[src/rtl/cic_comp_fir.sv]
// Seven-tap symmetric droop-compensation FIR for the CIC decimator output.
// One multiplier is reused over four MAC cycles, so each sample takes 6 clocks.
module cic_comp_fir #(
  parameter int DW = 16
) (
  input  logic                 clk,
  input  logic                 reset,
  input  logic                 in_valid,
  output logic                 in_ready,
  input  logic signed [DW-1:0] data_in,
  input  logic                 bypass,
  input  logic                 clr_ovr,
  output logic                 out_valid,
  output logic signed [DW-1:0] data_out,
  output logic                 overrun
);

  localparam int AW = DW + 12;
  localparam logic signed [AW-1:0] RND = AW'(32);

  typedef enum logic [1:0] {IDLE, MAC, OUT} state_t;

  state_t               state;
  logic [1:0]           k;
  logic signed [DW-1:0] x [0:6];
  logic signed [AW-1:0] acc;
  logic                 byp;

  logic signed [DW:0]   pre;
  logic signed [8:0]    coef;
  logic signed [AW-1:0] prod;
  logic signed [AW-1:0] y_full;
  logic signed [DW-1:0] y_sat;

  assign in_ready = (state == IDLE);

  // Symmetric taps share one multiply: pre-add the mirrored pair, then scale.
  // NOTE: every variable written in always_comb gets a default first, so no latch is inferred.
  always_comb begin
    pre  = '0;
    coef = '0;
    case (k)
      2'd0: begin
        pre  = {x[0][DW-1], x[0]} + {x[6][DW-1], x[6]};
        coef = -9'sd2;
      end
      2'd1: begin
        pre  = {x[1][DW-1], x[1]} + {x[5][DW-1], x[5]};
        coef = 9'sd5;
      end
      2'd2: begin
        pre  = {x[2][DW-1], x[2]} + {x[4][DW-1], x[4]};
        coef = -9'sd14;
      end
      default: begin
        pre  = {x[3][DW-1], x[3]};
        coef = 9'sd86;
      end
    endcase
    prod = $signed({{(AW-9){coef[8]}}, coef}) * $signed({{(AW-DW-1){pre[DW]}}, pre});
  end

  // Round half-up, drop the 6 fractional bits, then clip to the DW-bit range.
  always_comb begin
    y_full = (acc + RND) >>> 6;
    if (y_full[AW-1:DW-1] != {(AW-DW+1){y_full[AW-1]}}) begin
      y_sat = y_full[AW-1] ? {1'b1, {(DW-1){1'b0}}} : {1'b0, {(DW-1){1'b1}}};
    end else begin
      y_sat = y_full[DW-1:0];
    end
  end

  // NOTE: state updates use non-blocking assignments so every register samples pre-edge values.
  always_ff @(posedge clk or posedge reset) begin
    if (reset) begin
      state     <= IDLE;
      k         <= '0;
      acc       <= '0;
      byp       <= 1'b0;
      out_valid <= 1'b0;
      data_out  <= '0;
      overrun   <= 1'b0;
      // NOTE: the delay line is reset so an aborted sample cannot leak into later outputs.
      for (int i = 0; i < 7; i++) x[i] <= '0;
    end else begin
      out_valid <= 1'b0;

      // A drop in the same cycle as a clear keeps the flag set.
      if (in_valid && !in_ready) begin
        overrun <= 1'b1;
      end else if (clr_ovr) begin
        overrun <= 1'b0;
      end

      case (state)
        IDLE: begin
          if (in_valid) begin
            for (int i = 6; i > 0; i--) x[i] <= x[i-1];
            x[0]  <= data_in;
            byp   <= bypass;
            acc   <= '0;
            k     <= '0;
            state <= MAC;
          end
        end
        MAC: begin
          acc <= acc + prod;
          k   <= k + 2'd1;
          if (k == 2'd3) state <= OUT;
        end
        OUT: begin
          data_out  <= byp ? x[0] : y_sat;
          out_valid <= 1'b1;
          state     <= IDLE;
        end
        default: state <= IDLE;
      endcase
    end
  end

endmodule
[config.mk]
export PLATFORM = sky130hd
export DESIGN_NAME = cic_comp_fir
export DESIGN_NICKNAME = d
export VERILOG_FILES = /design/src/rtl/cic_comp_fir.sv
export SDC_FILE = /design/constraint.sdc
export NUM_CORES = 1
export LEC_CHECK = 0
export CAP_MARGIN = 5
export CORE_MARGIN = 1
export CORE_UTILIZATION = 34
export DETAILED_ROUTE_END_ITERATION = 12
export REMOVE_ABC_BUFFERS = 1
export SYNTH_ARGS = -nofsm -noshare
export SYNTH_HDL_FRONTEND = slang
export SYNTH_SLANG_ARGS = --single-unit
[constraint.sdc]
create_clock -name clk -period 18.3 [get_ports clk]
set_clock_uncertainty 0.1 [all_clocks]
set_input_delay 3.66 -clock clk [delete_from_list [all_inputs] [get_ports clk]]
set_output_delay 3.66 -clock clk [all_outputs]
set_load 0.02 [all_outputs]
==> flow_summary_export.csv <==
group,metric,value,unit
floorplan,die_h,217,µm
timing,period_share,47.1,%
setup_path,r2r_slack,9.68,ns
timing,setup_tns,0,ns
clock_tree,cts_sinks,163,
setup_path,cp_max_fo,7,
yosys,synth_xor_area_share,3.90,%
job,drv_cap,0,
setup_path,worst_path_max_delay_cell,"fa_1",
setup_path,cpPeakStageDelay,0.73,ns
clock_tree,root_buffer,"clkbuf_16",
floorplan,fp.dieW,217,µm
floorplan,io-pin-count,40,
setup_path,worstPathRequired,18.50,ns
floorplan,rows,78,
yosys,ys_seq_area_share,26.0,%
drt,drt-initial-drc-count,901,
hold_path,worstHoldPathType,"reg -> reg",
finish,syn2layout_area_growth,10.6,%
setup_path,end_kind,"register",
setup_path,worstReg2RegEnd,"acc[25]$_DFFE_PP0P_",
yosys,ys_ff_latch,163,
yosys,synth_cell_types,67,
yosys,netlist_area,15700,µm²
timing,finalSetupViolCount,0,
clock_tree,cts.hold.buffers_added,0,
setup_path,worst-setup-path-type,"reg -> reg",
clock_tree,post_cts_buffers,0,
hold_path,worstHoldPathCells,2,
setup_path,worstPathArrival,8.83,ns
yosys,synth_top_flop_cell,"dfrtp_1",
drt,wl_per_cell,16.7,µm
global_routing,grt_max_degree,97,
placed_design,hpwl,31.3,mm
setup_path,ff2ff_path_depth,28,
clock_tree,cts-resized-gates,0,
floorplan,core-area,45500,µm²
yosys,async_reset_ff_share,100,%
finish,final_nets,2136,
drt,wl,40.8,mm
setup_path,critPathLaunchType,"register",
yosys,synthAdderAreaFrac,29.8,%
yosys,synth_edf_count,0,
timing,hold_violations,0,
finish,fillCellCount,4693,
clock_tree,clk_pin_slew,0.08,ns
hold_path,min_from,"x[15]$_DFFE_PP0P_",
timing,relSlewSlack,29.2,%
setup_path,path_common_cell,"fa_1",
global_routing,overflow,0,
clock_tree,cts_max_path_buffers,2,
placed_design,port_buffers,39,
global_routing,grt_pass1_vias,12481,
placed_design,routabilityCongestion,0.923,
clock_tree,h-tree-depth,4,
global_routing,antenna_found_initial,0,
clock_tree,cts_buffers,17,
drt,drc,0,
timing,fmaxAchievable,0.116,GHz
placed_design,dpl_cell_area,16700,µm²
finish,final_area,17400,µm²
floorplan,die_area,47000,µm²
timing,tightest_slew,1.06,ns
clock_tree,clk_latency,0.46,ns
finish,drive_gt1_share,3.84,%
finish,n_antenna_cell,0,
timing,rsz0062_at_grt,"no",
yosys,synth_top_family_by_area,"adder cells",
drt,drt-pass1-iter-count,5,
clock_tree,tritoncts,"yes",
yosys,synth.avg_cell_area,8.58,µm²
global_routing,grt_usage,18.1,%
yosys,synth_compound_area_share,13.0,%
drt,vias,12383,
drt,avgViaCountPerCell,5.06,
global_routing,grt_pass1_wl,67.3,mm
yosys,synth_mux_area_share,0.526,%
floorplan,start_util,34.5,%
drt,ant_nets,0,
yosys,ys_warn_count,0,
setup_path,r2r-start,"x[80]$_DFFE_PP0P_",
timing,maxSlewViolCount,0,
outcome,status,"finished clean",
yosys,synthSimpleGateAreaFrac,19.1,%
hold_path,whs_endpoint,"x[15]$_DFFE_PP0P_",
yosys,synth_cells,1830,
timing,min_period,8.62,ns
sequential cells by signal, indices dropped and copies added, names as in the netlist:
name / flops
data_out: 16
state: 2
x: 112
overrun: 1
k: 2
out_valid: 1
byp: 1
acc: 28
per-stage QoR:
step / hold WS [ns] / setup WS [ns] / std cells / utilization [%]
2_1_floorplan: 0.350 / 10.14 / 1763 / -
3_3_place_gp: 0.367 / 9.99 / 2416 / 36.7
3_5_place_dp: 0.374 / 9.81 / 2416 / 36.7
4_1_cts: 0.393 / 9.78 / 2448 / 38.2
5_1_grt: 0.409 / 9.17 / 2448 / 38.2
6_report: 0.385 / 9.68 / 2448 / 38.2
worst max path at each step:
stage	startpoint	end	slack, ns
6_report	x[80]$_DFFE_PP0P_	acc[25]$_DFFE_PP0P_	9.68
5_1_grt	x[80]$_DFFE_PP0P_	acc[23]$_DFFE_PP0P_	9.17
4_1_cts	x[80]$_DFFE_PP0P_	acc[27]$_DFFE_PP0P_	9.78
3_5_place_dp	x[80]$_DFFE_PP0P_	acc[27]$_DFFE_PP0P_	9.81
3_3_place_gp	x[16]$_DFFE_PP0P_	acc[27]$_DFFE_PP0P_	9.99
2_1_floorplan	reset	acc[0]$_DFFE_PP0P_	10.14
kinds of logic after synthesis:
logic type | after synthesis
adder cells (fa/ha/maj) | 280
multiplexers | 8
XOR/XNOR | 70
buffers and inverters | 319
AO/OA/AOI/OAI | 317
flip-flops | 163
AND/OR/NAND/NOR | 673
routing by layer:
metal	share of wire (%)	GRT usage [%]	wire length, µm	vias to the layer above
met4	1.2	4.01	483	0
li1	-	-	-	5962
met5	0	0	0	-
met3	5.7	3.45	2320	35
met1	47	25.9	19400	6111
met2	46	28.2	18600	275
final cells by class:
class                   instances  area, µm²  share of cell area [%]
clock buffers                  20        467                    2.69
clock inverters                12        193                    1.11
inverters                     252        951                    5.48
multi-input cells            1348      10400                    60.1
flip-flops and latches        163       4080                    23.5
well taps                     600        751                    4.32
repair buffers                 53        495                    2.85
synthesized netlist by cell type, drive strengths merged, types with 7 or more instances:
library cell / count / share of area (%)
a211oi: 15 / 0.75
a21o: 25 / 1.2
a21oi: 69 / 2.2
a31oi: 19 / 0.76
and2: 39 / 1.6
and3: 24 / 0.96
buf: 12 / 0.37
clkbuf: 55 / 1.3
dfrtp: 163 / 26
fa: 157 / 20
ha: 123 / 9.8
inv: 252 / 6.0
nand2: 407 / 9.7
nand2b: 17 / 0.68
nand3: 41 / 1.3
nand4: 7 / 0.32
nor2: 63 / 1.5
nor2b: 29 / 1.2
nor3: 22 / 0.80
o21a: 15 / 0.72
o21ai: 96 / 3.1
xnor2: 40 / 2.2
xor2: 30 / 1.7
worst max-delay path, delay by kind of cell, from the launching register on:
kind                       cells  cell delay, ns
and+or+nand+nor                4            0.75
AOI/OAI and AO/OA             12            3.12
adders and majority gates      8            3.80
DFF                            1            0.38
buffers and inverters          3            0.16
xor gates and xnor gates       1            0.16
layout by cell type (no fill, tap or decap), types with 30 or more instances in the layout:
master	count
nor2_1	63
o21ai_0	91
a21oi_1	68
xor2_1	30
ha_1	123
dfrtp_1	163
xnor2_1	40
nand2_1	406
clkdlybuf4s50_1	39
fa_1	157
inv_1	251
and2_1	38
nand3_1	41
Power is left out: the tool's default activity adds up to more than one toggle a clock period on the data nets, which glitch-free logic cannot reach.
